## src/rtl/cache_pkg.sv

```systemverilog
// Shared types and helpers for the cache port scheduler.
package cache_pkg;

    typedef enum logic [1:0] {
        SCH_IDLE      = 2'd0,
        SCH_ISSUE     = 2'd1,
        SCH_WAIT_RESP = 2'd2
    } sch_state_t;

    localparam int unsigned MaxClients = 32;

    // Index of the set bit in a one-hot vector; zero input yields 0.
    function automatic logic [7:0] onehot2idx(input logic [MaxClients-1:0] oh);
        logic [7:0] idx;
        idx = '0;
        for (int i = 0; i < MaxClients; i++) begin
            if (oh[i]) idx = idx | 8'(i);
        end
        return idx;
    endfunction

endpackage

```

## src/rtl/cache_port_scheduler_if.sv

```systemverilog
// Client-side and cache-side handshake bundle of the cache port scheduler.
interface cache_port_scheduler_if #(
    parameter int unsigned NUM_REQ = 4,
    parameter int unsigned ADDR_W  = 32,
    parameter int unsigned DATA_W  = 32
);
    logic [NUM_REQ-1:0]        cli_req_valid;
    logic [NUM_REQ-1:0]        cli_req_ready;
    logic [NUM_REQ-1:0]        cli_req_wr;
    logic [NUM_REQ*ADDR_W-1:0] cli_req_addr;
    logic [NUM_REQ*DATA_W-1:0] cli_req_wdata;
    logic [NUM_REQ-1:0]        cli_resp_valid;
    logic [DATA_W-1:0]         cli_resp_rdata;
    logic                      cache_req_valid;
    logic                      cache_req_ready;
    logic                      cache_req_wr;
    logic [ADDR_W-1:0]         cache_req_addr;
    logic [DATA_W-1:0]         cache_req_wdata;
    logic                      cache_resp_valid;
    logic [DATA_W-1:0]         cache_resp_rdata;

    // Scheduler view.
    modport slave (
        input  cli_req_valid, cli_req_wr, cli_req_addr, cli_req_wdata,
        input  cache_req_ready, cache_resp_valid, cache_resp_rdata,
        output cli_req_ready, cli_resp_valid, cli_resp_rdata,
        output cache_req_valid, cache_req_wr, cache_req_addr, cache_req_wdata
    );

    // Environment view: clients plus cache front end.
    modport master (
        output cli_req_valid, cli_req_wr, cli_req_addr, cli_req_wdata,
        output cache_req_ready, cache_resp_valid, cache_resp_rdata,
        input  cli_req_ready, cli_resp_valid, cli_resp_rdata,
        input  cache_req_valid, cache_req_wr, cache_req_addr, cache_req_wdata
    );
endinterface

```

## src/rtl/cache_rr_pick.sv

```systemverilog
// Combinational round-robin picker: first set request at or after ptr_i, wrapping upward.
module cache_rr_pick
    import cache_pkg::*;
#(
    parameter int unsigned N = 4,
    localparam int unsigned IdxW = $clog2(N)
) (
    input  logic [N-1:0]    req_i,
    input  logic [IdxW-1:0] ptr_i,
    output logic [N-1:0]    gnt_onehot_o,
    output logic [IdxW-1:0] gnt_idx_o,
    output logic            any_o
);
    localparam logic [N-1:0]    One  = 1;
    localparam logic [IdxW:0]   NumW = (IdxW + 1)'(N);

    logic [2*N-1:0]  dbl;
    logic [N-1:0]    rot;
    logic [N-1:0]    first;
    logic [IdxW-1:0] off;
    logic [IdxW:0]   sum;

    // Rotate so ptr_i lands on bit 0, then isolate the lowest set bit.
    assign dbl   = {req_i, req_i} >> ptr_i;
    assign rot   = dbl[N-1:0];
    assign first = rot & (~rot + One);
    assign off   = IdxW'(onehot2idx(MaxClients'(first)));
    assign sum   = {1'b0, ptr_i} + {1'b0, off};

    assign gnt_idx_o    = (sum >= NumW) ? IdxW'(sum - NumW) : sum[IdxW-1:0];
    assign any_o        = |req_i;
    assign gnt_onehot_o = any_o ? (One << gnt_idx_o) : '0;
endmodule

```

## src/rtl/cache_port_scheduler.sv

```systemverilog
// Shares one cache port among NUM_REQ clients, one transaction in flight, round-robin.
module cache_port_scheduler
    import cache_pkg::*;
#(
    parameter int unsigned NUM_REQ = 4,
    parameter int unsigned ADDR_W  = 32,
    parameter int unsigned DATA_W  = 32,
    localparam int unsigned IdxW   = $clog2(NUM_REQ)
) (
    input  logic                 clk,
    input  logic                 rst,
    cache_port_scheduler_if.slave bus,
    output logic                 busy,
    output logic [IdxW-1:0]      owner,
    output logic                 err_stray_resp
);
    localparam logic [NUM_REQ-1:0] OneHot0 = 1;

    sch_state_t          state_q, state_d;
    logic [IdxW-1:0]     ptr_q, ptr_d;
    logic [IdxW-1:0]     owner_q, owner_d;
    logic                wr_q, wr_d;
    logic [ADDR_W-1:0]   addr_q, addr_d;
    logic [DATA_W-1:0]   wdata_q, wdata_d;
    logic                stray_q, stray_d;

    logic [NUM_REQ-1:0]  gnt_onehot;
    logic [IdxW-1:0]     gnt_idx;
    logic                gnt_any;

    cache_rr_pick #(
        .N (NUM_REQ)
    ) u_pick (
        .req_i        (bus.cli_req_valid),
        .ptr_i        (ptr_q),
        .gnt_onehot_o (gnt_onehot),
        .gnt_idx_o    (gnt_idx),
        .any_o        (gnt_any)
    );

    always_comb begin
        state_d = state_q;
        ptr_d   = ptr_q;
        owner_d = owner_q;
        wr_d    = wr_q;
        addr_d  = addr_q;
        wdata_d = wdata_q;
        stray_d = stray_q | (bus.cache_resp_valid & (state_q != SCH_WAIT_RESP));

        bus.cli_req_ready   = '0;
        bus.cache_req_valid = 1'b0;
        bus.cli_resp_valid  = '0;
        bus.cli_resp_rdata  = '0;

        unique case (state_q)
            SCH_IDLE: begin
                // The picker only grants a valid client, so a grant is a transfer.
                bus.cli_req_ready = gnt_onehot;
                if (gnt_any) begin
                    owner_d = gnt_idx;
                    wr_d    = bus.cli_req_wr[gnt_idx];
                    addr_d  = bus.cli_req_addr[gnt_idx*ADDR_W +: ADDR_W];
                    wdata_d = bus.cli_req_wdata[gnt_idx*DATA_W +: DATA_W];
                    state_d = SCH_ISSUE;
                end
            end
            SCH_ISSUE: begin
                bus.cache_req_valid = 1'b1;
                if (bus.cache_req_ready) state_d = SCH_WAIT_RESP;
            end
            SCH_WAIT_RESP: begin
                if (bus.cache_resp_valid) begin
                    bus.cli_resp_valid = OneHot0 << owner_q;
                    bus.cli_resp_rdata = bus.cache_resp_rdata;
                    ptr_d   = (owner_q == IdxW'(NUM_REQ - 1)) ? '0 : owner_q + IdxW'(1);
                    state_d = SCH_IDLE;
                end
            end
            default: state_d = SCH_IDLE;
        endcase
    end

    always_ff @(posedge clk) begin
        if (rst) begin
            state_q <= SCH_IDLE;
            ptr_q   <= '0;
            owner_q <= '0;
            wr_q    <= 1'b0;
            addr_q  <= '0;
            wdata_q <= '0;
            stray_q <= 1'b0;
        end else begin
            state_q <= state_d;
            ptr_q   <= ptr_d;
            owner_q <= owner_d;
            wr_q    <= wr_d;
            addr_q  <= addr_d;
            wdata_q <= wdata_d;
            stray_q <= stray_d;
        end
    end

    assign bus.cache_req_wr    = wr_q;
    assign bus.cache_req_addr  = addr_q;
    assign bus.cache_req_wdata = wdata_q;
    assign busy                = (state_q != SCH_IDLE);
    assign owner               = owner_q;
    assign err_stray_resp      = stray_q;
endmodule

```

## src/flat_wrapper.sv

```systemverilog
// flat-port wrapper written by rule: the top's interface ports become plain ports
module cache_port_scheduler_flat import cache_pkg::*;
#(
    parameter int unsigned NUM_REQ = 4,
    parameter int unsigned ADDR_W  = 32,
    parameter int unsigned DATA_W  = 32,
    localparam int unsigned IdxW   = $clog2(NUM_REQ)
)
  (clk, rst, busy, owner, err_stray_resp, bus_cli_req_valid, bus_cli_req_wr, bus_cli_req_addr, bus_cli_req_wdata, bus_cache_req_ready, bus_cache_resp_valid, bus_cache_resp_rdata, bus_cli_req_ready, bus_cli_resp_valid, bus_cli_resp_rdata, bus_cache_req_valid, bus_cache_req_wr, bus_cache_req_addr, bus_cache_req_wdata);
  cache_port_scheduler_if #(.NUM_REQ(NUM_REQ), .ADDR_W(ADDR_W), .DATA_W(DATA_W)) bus_i ();
  input  logic clk;
  input  logic rst;
  output logic busy;
  output logic [IdxW-1:0] owner;
  output logic err_stray_resp;
  input wire logic [$bits(bus_i.cli_req_valid)-1:0] bus_cli_req_valid;
  input wire logic [$bits(bus_i.cli_req_wr)-1:0] bus_cli_req_wr;
  input wire logic [$bits(bus_i.cli_req_addr)-1:0] bus_cli_req_addr;
  input wire logic [$bits(bus_i.cli_req_wdata)-1:0] bus_cli_req_wdata;
  input wire logic [$bits(bus_i.cache_req_ready)-1:0] bus_cache_req_ready;
  input wire logic [$bits(bus_i.cache_resp_valid)-1:0] bus_cache_resp_valid;
  input wire logic [$bits(bus_i.cache_resp_rdata)-1:0] bus_cache_resp_rdata;
  output wire logic [$bits(bus_i.cli_req_ready)-1:0] bus_cli_req_ready;
  output wire logic [$bits(bus_i.cli_resp_valid)-1:0] bus_cli_resp_valid;
  output wire logic [$bits(bus_i.cli_resp_rdata)-1:0] bus_cli_resp_rdata;
  output wire logic [$bits(bus_i.cache_req_valid)-1:0] bus_cache_req_valid;
  output wire logic [$bits(bus_i.cache_req_wr)-1:0] bus_cache_req_wr;
  output wire logic [$bits(bus_i.cache_req_addr)-1:0] bus_cache_req_addr;
  output wire logic [$bits(bus_i.cache_req_wdata)-1:0] bus_cache_req_wdata;
  assign bus_i.cli_req_valid = bus_cli_req_valid;
  assign bus_i.cli_req_wr = bus_cli_req_wr;
  assign bus_i.cli_req_addr = bus_cli_req_addr;
  assign bus_i.cli_req_wdata = bus_cli_req_wdata;
  assign bus_i.cache_req_ready = bus_cache_req_ready;
  assign bus_i.cache_resp_valid = bus_cache_resp_valid;
  assign bus_i.cache_resp_rdata = bus_cache_resp_rdata;
  assign bus_cli_req_ready = bus_i.cli_req_ready;
  assign bus_cli_resp_valid = bus_i.cli_resp_valid;
  assign bus_cli_resp_rdata = bus_i.cli_resp_rdata;
  assign bus_cache_req_valid = bus_i.cache_req_valid;
  assign bus_cache_req_wr = bus_i.cache_req_wr;
  assign bus_cache_req_addr = bus_i.cache_req_addr;
  assign bus_cache_req_wdata = bus_i.cache_req_wdata;
  cache_port_scheduler #(.NUM_REQ(NUM_REQ), .ADDR_W(ADDR_W), .DATA_W(DATA_W)) u_core (.clk(clk), .rst(rst), .bus(bus_i), .busy(busy), .owner(owner), .err_stray_resp(err_stray_resp));
endmodule
```

## config.mk

```make
export PLATFORM = sky130hd
export DESIGN_NAME = cache_port_scheduler_flat
export DESIGN_NICKNAME = d
export VERILOG_FILES = /design/src/rtl/cache_pkg.sv /design/src/rtl/cache_port_scheduler_if.sv /design/src/rtl/cache_rr_pick.sv /design/src/rtl/cache_port_scheduler.sv /design/src/flat_wrapper.sv
export SDC_FILE = /design/constraint.sdc
export NUM_CORES = 1
export LEC_CHECK = 0
export ABC_AREA = 1
export BUFFER_PORTS_ARGS = -buffer_cell sky130_fd_sc_hd__buf_2
export CORE_AREA = 2 2 161 163
export CTS_CLUSTER_SIZE = 20
export DETAILED_ROUTE_END_ITERATION = 8
export DIE_AREA = 0 0 163 165
export GPL_TIMING_DRIVEN = 0
export PLACE_DENSITY = 0.52
export SLEW_MARGIN = 40
export SYNTH_ARGS = -nofsm -noshare
export SYNTH_HDL_FRONTEND = slang
export SYNTH_SLANG_ARGS = --single-unit
```

## constraint.sdc

```tcl
create_clock -name clk -period 2.8 [get_ports clk]
set_input_delay 0.14 -clock clk [delete_from_list [all_inputs] [get_ports clk]]
set_output_delay 0.14 -clock clk [all_outputs]
set_load 0.005 [all_outputs]
```

==> flow_summary.json, run 1 <==
{
  "dr.pass1.iters": 4,
  "cts_tree": "done",
  "rows": 58,
  "slowest_stage": "dfxtp_4",
  "numCtsBuffers": 9,
  "grt-ovfl-total": 0,
  "yosysUniqueCellTypes": 26,
  "vdd.ir_drop.worst_uv": 176,
  "vias": 6554,
  "clock.fmax_mhz": 392,
  "clock_skew_ns": 0.00712,
  "layout_common_cells": "buf_2, nand2_1, nand3_1",
  "first_iter_violations": 286,
  "ys_seq_area_share_pct": 27.7,
  "ant_nets": 0,
  "layout-drive-gt1-share_pct": 41.3,
  "grt_usage_pct": 16.7,
  "antenna_found_initial": 0,
  "drc": 0,
  "ioPinCount": 410,
  "layout_commonest_cell": "buf_2",
  "grt_pass1_vias": 6306,
  "cp_max_fo": 10,
  "vias_per_cell": 4.40,
  "synth_cells": 737,
  "die_h_microns": 165,
  "clock_sinks": 72,
  "crit_type": "flop to output pin",
  "cts_max_path_buffers": 2,
  "power_leakage_nw": 4.18,
  "fin_crit_sh_pct": 91.1,
  "endpoint_kind": "output pin",
  "power_mw": 4.29,
  "maxSlewHeadroom_pct": 48.9,
  "wl_per_cell_microns": 15.9,
  "hold_violations": 0,
  "area_growth_pct": 55.3,
  "pre_cts_slack_ns": -0.370,
  "dieArea_sq_um": 26900,
  "antenna_cells": 0,
  "clkLatencyLatePin_ns": 0.34,
  "synth_top_area_cell": "dfxtp_1",
  "grt_max_degree": 14,
  "synth-seq-cells": 72,
  "min-delay-path-class": "input pin to flop",
  "fin_nets": 1460,
  "syn_avg_cell_area_sq_um": 7.06,
  "synth_fp_nets": 1042,
  "worstPathCellList": "inv_2, nand2_1, nand3_1, nand2_1, nand3_1, a21boi_2, ha_4, buf_6, clkbuf_8, inv_1, nor3_1, buf_2",
  "cpPeakStageDelay_ns": 0.39,
  "place_hpwl_microns": 18900,
  "portBuffers": 408,
  "wirelength_microns": 23700,
  "htree_levels": 3,
  "synth.top_cells.by_area": "dfxtp_1, mux2i_1, nand3_1, nand2_1, a21oi_1",
  "netlist_area_sq_um": 5200,
  "synth_warnings": 0,
  "final_cells": 1490,
  "crit_arrival_ns": 2.41,
  "cts_setup_buffers": 0,
  "place_inst": 1475,
  "start_kind": "flop",
  "clk_pin_slew_worst_paths_ns": 0.06,
  "grt_pass1_wl_microns": 34300,
  "cts_root_buffer": "clkbuf_16",
  "power_density_nw_per_um2": 530,
  "timing.critical_path.required_ns": 2.66,
  "drv_cap": 0,
  "final.min_clock_period_ns": 2.55,
  "start_util_pct": 20.8,
  "setup_viol": 0,
  "maxSlewViolCount": 0,
  "tightest_slew_ns": 0.766,
  "die_w_microns": 163,
  "setup_ws_ns": 0.250,
  "synth_top_cell_area_share_pct": 27.7,
  "cts-hold-fix-buffers": 0,
  "outcome": "finished clean",
  "core_sq_um": 25000,
  "gp_congestion": 0.789
}
==> logic make-up (layout without fill, tap and decap cells) <==
group / count (synthesis) / after routing / synth area share (%)
AND/OR/NAND/NOR: 374 / 374 / 31.1
multiplexers: 130 / 130 / 25.0
buffers and inverters: 79 / 502 / 7.36
AO/OA/AOI/OAI: 76 / 76 / 7.45
flip-flops: 72 / 72 / 27.7
adder cells (fa/ha/maj): 5 / 5 / 1.20
XOR/XNOR: 1 / 1 / 0.168
==> per-stage QoR <==
step / instance area [sq um] / util [%] / TNS, ns / hold WS, ns
floorplan: 5200 / - / 0 / 0.287
CTS: 8050 / 32.1 / -0.227 / 0.0487
detailed placement: 7660 / 30.6 / -4.06 / 0.412
finish: 8080 / 32.3 / 0 / 0.0663
global route: 8080 / 32.3 / -0.00212 / 0.0730
global placement: 7660 / 30.6 / -4.36 / 0.411
==> where the power goes <==
group	total, mW	leakage, nW	switching [mW]	internal [mW]
Combinational	1.64	3.42	0.901	0.742
Clock	1.39	0.169	0.494	0.901
Sequential	1.25	0.597	0.0759	1.17
Total	4.29	4.18	1.47	2.81
==> path summary, 6_finish.rpt <==
check,start,end,slack [ns],cells after the start
max reg2reg,u_core.ptr_q[0],u_core.bus.cache_req_wdata[9],0.28,12
min reg2reg,u_core.bus.cache_req_wdata[21],u_core.bus.cache_req_wdata[21],0.46,2
min,bus_cache_req_ready,u_core.state_q[1],0.07,3
max,u_core.ptr_q[0],bus_cli_req_ready[1],0.25,12
==> timing repair <==
item                       in CTS  in global routing
hold endpoints to repair        0                  0
cloned                          0                  0
setup endpoints to repair      34                 67
gates resized for setup        11                 20
pin swaps                       0                  0
==> critical path, delay by kind of cell (launching register included) <==
kind,cells,cell delay (ns)
DFF,1,0.39
and+or+nand+nor,5,0.51
buffers and inverters,5,0.73
adders and majority gates,1,0.24
AOI/OAI and AO/OA,1,0.18
==> Yosys cell counts <==
cell type	n
a211oi_1	1
a21boi_0	1
a21oi_1	71
buf_1	3
buf_2	23
buf_4	3
buf_6	6
clkbuf_1	30
clkinv_2	1
dfxtp_1	72
ha_1	5
inv_1	10
inv_2	3
mux2i_1	130
nand2_1	182
nand2_2	2
nand2_4	2
nand3_1	141
nand3_4	1
nor2_1	43
nor3_1	1
nor4_1	1
o211ai_1	1
o21ai_0	2
or2_2	1
xnor2_1	1
==> flip-flops by register name, indices dropped and copies added (netlist names) <==
name,count
u_core.bus.cache_req_addr,32
u_core.bus.cache_req_wdata,32
u_core.bus.cache_req_wr,1
u_core.err_stray_resp,1
u_core.owner,2
u_core.ptr_q,2
u_core.state_q,2
==> layout make-up <==
cell class	count	area (sq um)
Multi-Input combinational cell	586	3410
Buffer	64	364
Clock inverter	6	115
Fill cell	2831	17000
Sequential cell	72	1450
Clock buffer	10	239
Timing Repair Buffer	408	2040
Inverter	14	53.8
Tap cell	330	413
==> routing by layer <==
metal / share of wire [%] / track usage (%) / up-vias
li1: - / - / 3349
met3: 5.9 / 2.66 / 20
met1: 41 / 19.7 / 2962
met2: 51 / 30.6 / 223
met4: 1.9 / 5.59 / 0
met5: 0 / 0 / -
No activity file was read; power rests on OpenSTA's default activity.
==> inputs of run 2 (changes only) <==
--- a/config.mk
+++ b/config.mk
@@ -5,14 +5,14 @@
 export SDC_FILE = /design/constraint.sdc
 export NUM_CORES = 1
 export LEC_CHECK = 0
-export ABC_AREA = 1
+export ABC_AREA = 0
 export BUFFER_PORTS_ARGS = -buffer_cell sky130_fd_sc_hd__buf_2
-export CORE_AREA = 2 2 161 163
+export CORE_MARGIN = 2
+export CORE_UTILIZATION = 25
 export CTS_CLUSTER_SIZE = 20
 export DETAILED_ROUTE_END_ITERATION = 8
-export DIE_AREA = 0 0 163 165
 export GPL_TIMING_DRIVEN = 0
-export PLACE_DENSITY = 0.52
+export PLACE_DENSITY = 0.55
 export SLEW_MARGIN = 40
 export SYNTH_ARGS = -nofsm -noshare
 export SYNTH_HDL_FRONTEND = slang
==> run 2 against run 1 <==
  * Fmax decreased by 6.0%
  * Critical endpoint is now bus_cli_req_ready[0]
  * Worst setup slack got worse by 0.16 ns
  * Critical path type unchanged
  * Synthesized area increased by 37%
  * Largest power group unchanged
==> flow_summary.json, run 2 <==
{
  "outcome": "finished clean",
  "maxSlewViolCount": 0,
  "vias": 7941,
  "clk_pin_slew_worst_paths_ns": 0.06,
  "synthTopCellsByCount": "mux2i_1, nand2_1, and3_1",
  "hold_violations": 0,
  "met1_length_microns": 13000,
  "clkLatencyLatePin_ns": 0.35,
  "crit_arrival_ns": 2.57,
  "ioPinCount": 410,
  "async_reset_ff_share_pct": 0,
  "start_kind": "flop",
  "die_w_microns": 173,
  "die_h_microns": 173,
  "endpoint_kind": "output pin",
  "grt_pass1_vias": 7816,
  "ant_nets": 0,
  "htree_levels": 3,
  "core_sq_um": 27900,
  "grt-ovfl-total": 0,
  "synth_fp_nets": 1148,
  "power_leakage_nw": 5.73,
  "area_growth_pct": 44.2,
  "layout_commonest_cell": "buf_2",
  "tightest_slew_ns": 0.736,
  "min-delay-path-class": "input pin to flop",
  "synth-seq-cells": 72,
  "post_dp_cell_area_sq_um": 9630,
  "place_inst": 1627,
  "vias_per_cell": 4.82,
  "drv_cap": 0,
  "dieArea_sq_um": 29800,
  "synth_warnings": 0,
  "gp_congestion": 0.811,
  "layout-drive-gt1-share_pct": 45.2,
  "crit_type": "flop to output pin",
  "first_iter_violations": 396,
  "final_cell_area_sq_um": 10300,
  "maxUsedRoutingLayer": "met4",
  "ys_seq_area_share_pct": 20.3,
  "wl_met3_microns": 1810,
  "wl_per_cell_microns": 18.7,
  "dr_wl_met2_microns": 15600,
  "syn_avg_cell_area_sq_um": 8.44,
  "start_util_pct": 25.5,
  "antenna_found_initial": 1,
  "timing.critical_path.required_ns": 2.66,
  "synth_edf_count": 0,
  "drc": 0,
  "maxSlewHeadroom_pct": 50.9,
  "layout_common_cells": "buf_2, nand2_1, mux2i_1",
  "fin_crit_sh_pct": 96.8,
  "cts_root_buffer": "clkbuf_16",
  "clock_sinks": 72,
  "portBuffers": 406,
  "final_cells": 1648,
  "power_density_nw_per_um2": 432,
  "cts_tree": "done",
  "rsz0062_at_grt": "yes",
  "vdd.ir_drop.worst_uv": 299,
  "final.min_clock_period_ns": 2.71,
  "clock_skew_ns": 0.00754,
  "grt_usage_pct": 19.7,
  "synth_ff_type": "dfxtp_1",
  "wirelength_microns": 30900,
  "cts_max_path_buffers": 2,
  "synth_top_cell_area_share_pct": 27.7,
  "fin_nets": 1569,
  "rows": 61,
  "yosysUniqueCellTypes": 36,
  "grt_pass1_wl_microns": 45800,
  "synth_cells": 843,
  "numCtsBuffers": 9,
  "dr.pass1.iters": 5,
  "synth_top_area_cell": "mux2i_1",
  "netlist_area_sq_um": 7120,
  "grt_max_degree": 13,
  "setup_viol": 0,
  "power_mw": 4.43,
  "place_hpwl_microns": 24100,
  "synth.top_cells.by_area": "mux2i_1, dfxtp_1, o41ai_2, and3_1, nand2_1",
  "clock.fmax_mhz": 369,
  "cp_max_fo": 10
}
[run 2: cell count changes after synthesis, moves of 36 or more]
cell     change
a21oi_1     -67
and2_1      +36
and3_1     +130
mux2i_1     +67
nand3_1    -140
o41ai_2     +65
[run 2: cells by family (layout without fill, tap and decap cells)]
family / count (synthesis) / in the layout / synth area share (%)
and+or+nand+nor: 393 / 393 / 26.9
xor gates and xnor gates: 4 / 4 / 0.492
adders and majority gates: 5 / 5 / 0.879
other: 0 / 1 / 0
buffers and inverters: 92 / 518 / 7.05
AOI/OAI and AO/OA: 80 / 80 / 16.7
muxes: 197 / 197 / 27.7
DFF: 72 / 72 / 20.3
[run 2: report_power, final]
part	internal (mW)	switching, mW	leakage (nW)
combinational	0.821	0.902	4.96
sequential	1.17	0.0845	0.597
clock	0.926	0.531	0.173
[run 2: worst max-delay path, cell delays in order, from the launching register on]
cell	delay [ns]
dfxtp_2	0.37
buf_6	0.15
nor3_1	0.06
a311oi_1	0.26
o21ai_2	0.13
ha_4	0.20
xnor2_4	0.13
buf_12	0.14
buf_12	0.12
buf_4	0.17
xnor2_2	0.16
nor3_1	0.18
buf_2	0.15
[run 2: area by class of cell]
cell class | count | area, sq um
Sequential cell | 72 | 1440
Buffer | 85 | 577
Antenna cell | 1 | 2.50
Fill cell | 2979 | 17700
Clock inverter | 4 | 98.8
Multi-Input combinational cell | 679 | 5310
Timing Repair Buffer | 412 | 2090
Inverter | 5 | 18.8
Tap cell | 378 | 473
Clock buffer | 12 | 256
[run 2: per-layer routing]
layer	global-route usage, %	vias up
li1	-	3866
met1	23.6	3725
met2	35.9	329
met3	3.87	21
met4	4.63	0
met5	0	-
[run 2: final timing paths]
check | start | to | slack, ns | cells after the start
max reg2reg | u_core.ptr_q[0] | u_core.bus.cache_req_wr | 0.11 | 11
min reg2reg | u_core.bus.cache_req_wdata[7] | u_core.bus.cache_req_wdata[7] | 0.45 | 2
max | u_core.ptr_q[0] | bus_cli_req_ready[0] | 0.09 | 12
min | bus_cache_req_ready | u_core.state_q[1] | 0.05 | 3
[run 2: per-stage QoR]
step	setup TNS, ns	setup slack [ns]	hold WS [ns]	util, %
6_report	0	0.0891	0.0483	36.7
5_1_grt	-0.0705	-0.0336	0.0659	36.7
4_1_cts	-0.0114	-0.0114	0.0307	36.2
3_5_place_dp	-31.54	-0.727	0.397	34.5
3_3_place_gp	-49.17	-0.819	0.397	34.4
2_1_floorplan	0	0.407	0.279	-
[run 2: what timing repair did]
action                                  4_1_cts  5_1_grt
buffers inserted                              3        3
pin swaps                                     2        4
hold buffers                                  0        0
resized for setup                            37       40
cloned                                        0        0
endpoints found under the setup margin       70       68
==> inputs of run 3 (changes only) <==
--- a/config.mk
+++ b/config.mk
@@ -9,6 +9,7 @@
 export BUFFER_PORTS_ARGS = -buffer_cell sky130_fd_sc_hd__buf_2
 export CORE_MARGIN = 2
 export CORE_UTILIZATION = 25
+export CTS_BUF_LIST = sky130_fd_sc_hd__clkbuf_16
 export CTS_CLUSTER_SIZE = 20
 export DETAILED_ROUTE_END_ITERATION = 8
 export GPL_TIMING_DRIVEN = 0
==> run 3 against run 2 <==
  * First-iteration DRC count rose by 3.5%
  * Hold slack better by 0.0036 ns
  * Power is 1.7% lower
  * Critical path type unchanged
  * Sequential share of layout area up 0.083 points
  * Final area down 0.59%
  * Die area unchanged
  * Fmax shrank 0.14%
  * Critical path depth is the same
  * Worst setup slack worse by 0.0039 ns
  * Clock-buffer cell count shrank 3
==> flow_summary.json, run 3 (synthesized netlist as in run 2, its figures left out) <==
{
  "cpPeakStageDelay_ns": 0.37,
  "grt_pass1_vias": 7823,
  "crit_arrival_ns": 2.57,
  "min-delay-path-class": "input pin to flop",
  "min-delay-start": "bus_cache_req_ready",
  "wl_per_cell_microns": 18.7,
  "clkLatencyLatePin_ns": 0.34,
  "endpoint_kind": "output pin",
  "worstPathCellList": "buf_6, nor3_1, a311oi_1, o21ai_2, ha_4, xnor2_4, buf_12, buf_12, buf_4, xnor2_2, nor2_1, buf_2",
  "grt-ovfl-total": 0,
  "cts-hold-fix-buffers": 0,
  "slowest_stage": "dfxtp_2",
  "power_mw": 4.36,
  "hold_violations": 0,
  "rr_startpoint": "u_core.ptr_q[0]",
  "cp_common_cell": "buf_12",
  "clock_sinks": 72,
  "layout-drive-gt1-share_pct": 44.7,
  "cts_tree": "done",
  "htree_levels": 3,
  "dieArea_sq_um": 29800,
  "portBuffers": 406,
  "pre_cts_slack_ns": -0.727,
  "outcome": "finished clean",
  "drc": 0,
  "vdd.ir_drop.worst_uv": 300,
  "tightest_slew_ns": 0.718,
  "clock.fmax_mhz": 368,
  "layout_common_cells": "buf_2, nand2_1, mux2i_1",
  "area_growth_pct": 43.4,
  "r2r-end": "u_core.bus.cache_req_wr",
  "cts_max_path_buffers": 2,
  "whs_path_depth": 3,
  "reg2reg_depth": 11,
  "start_util_pct": 25.5,
  "timing.critical_path.required_ns": 2.66,
  "gp_congestion": 0.811,
  "ff2ff_setup_slack_ns": 0.10,
  "power_leakage_nw": 5.71,
  "antenna_found_initial": 1,
  "die_w_microns": 173,
  "fillers": 2987,
  "maxSlewViolCount": 0,
  "vias": 7925,
  "grt_usage_pct": 19.7,
  "first_iter_violations": 410,
  "rsz0062_at_grt": "yes",
  "start_kind": "flop",
  "hold-path-endpoint": "u_core.state_q[1]",
  "die_h_microns": 173,
  "cts_root_buffer": "clkbuf_16",
  "maxSlewHeadroom_pct": 52.1,
  "rows": 61,
  "clock_skew_ns": 0.00743,
  "setup_viol": 0,
  "vias_per_cell": 4.81,
  "clk_pin_slew_worst_paths_ns": 0.06,
  "place_hpwl_microns": 24100,
  "crit_type": "flop to output pin",
  "dr.pass1.iters": 5,
  "fin_crit_sh_pct": 97.0,
  "grt_max_degree": 13,
  "cp_max_fo": 10,
  "wirelength_microns": 30900,
  "ant_nets": 0,
  "setup_ws_ns": 0.0852,
  "layout_commonest_cell": "buf_2",
  "ioPinCount": 410,
  "numCtsBuffers": 9,
  "grt_pass1_wl_microns": 45700,
  "final.min_clock_period_ns": 2.71,
  "fin_nets": 1568,
  "power_density_nw_per_um2": 427,
  "drv_cap": 0,
  "core_sq_um": 27900
}
## run 3: cell count changes in the layout (fill, tap and decap cells not counted), moves of 2 or more
cell,previous run,this run
clkinv_1,0,2
buf_6,7,4
clkbuf_8,2,0
mux2i_1,183,186
mux2i_2,12,10
## run 3: how the worst max path moves through the flow
stage                         start                            end  slack (ns)  cells after the start
finish              u_core.ptr_q[0]           bus_cli_req_ready[3]        0.09                     12
global route        u_core.ptr_q[0]           bus_cli_req_ready[0]       -0.03                     12
CTS                 u_core.ptr_q[0]        u_core.bus.cache_req_wr       -0.01                     11
detailed placement  u_core.ptr_q[0]        u_core.bus.cache_req_wr       -0.73                     12
global placement    u_core.ptr_q[0]   u_core.bus.cache_req_addr[5]       -0.82                     11
floorplan           u_core.ptr_q[0]  u_core.bus.cache_req_addr[10]        0.41                     12
## run 3: stage by stage
stage	hold WS [ns]	area (sq um)	util (%)	setup TNS [ns]	std cells
5_1_grt	0.0697	10200	36.5	-0.0898	1647
3_5_place_dp	0.397	9630	34.5	-31.54	1627
3_3_place_gp	0.397	9620	34.4	-49.17	1627
4_1_cts	0.0329	10100	36.2	-0.0101	1645
2_1_floorplan	0.279	7120	-	0	843
6_report	0.0519	10200	36.5	0	1647
## run 3: final cells by class
| type | count | area [sq um] | share of cell area, % |
|---|---|---|---|
| plain buffers | 85 | 564 | 5.53 |
| repair buffers | 411 | 2080 | 20.4 |
| well taps | 378 | 473 | 4.64 |
| flip-flops and latches | 72 | 1440 | 14.1 |
| diodes | 1 | 2.50 | 0.0245 |
| inverters | 5 | 18.8 | 0.184 |
| clock buffers | 9 | 225 | 2.21 |
| clock inverters | 7 | 110 | 1.08 |
| multi-input cells | 679 | 5290 | 51.8 |
## run 3: timing repair
| item | 4_1_cts | 5_1_grt |
|---|---|---|
| pin swaps | 2 | 4 |
| buffers inserted | 3 | 2 |
| setup endpoints to repair | 70 | 68 |
| gates resized for setup | 37 | 31 |
## run 3: layer usage
| metal | vias to the layer above | GRT usage (%) | part of all wire (%) |
|---|---|---|---|
| li1 | 3867 | - | - |
| met1 | 3726 | 23.6 | 43 |
| met2 | 309 | 35.9 | 51 |
| met3 | 23 | 3.87 | 5.4 |
| met4 | 0 | 4.63 | 1.3 |
| met5 | - | 0 | 0 |
## run 3: critical path, delay by kind of cell, from the launching register on
kind            cells  cell delay [ns]
buf+inv             5             0.73
xor+xnor            2             0.37
flops               1             0.37
compound gates      2             0.39
fa+ha+maj           1             0.20
simple gates        2             0.17
## run 3: report_power, final
| part | total (mW) | switching (mW) | leakage (nW) | internal (mW) |
|---|---|---|---|---|
| combinational | 1.71 | 0.901 | 4.95 | 0.811 |
| clock | 1.40 | 0.529 | 0.166 | 0.867 |
| sequential | 1.25 | 0.0838 | 0.597 | 1.17 |
| total | 4.36 | 1.51 | 5.71 | 2.84 |
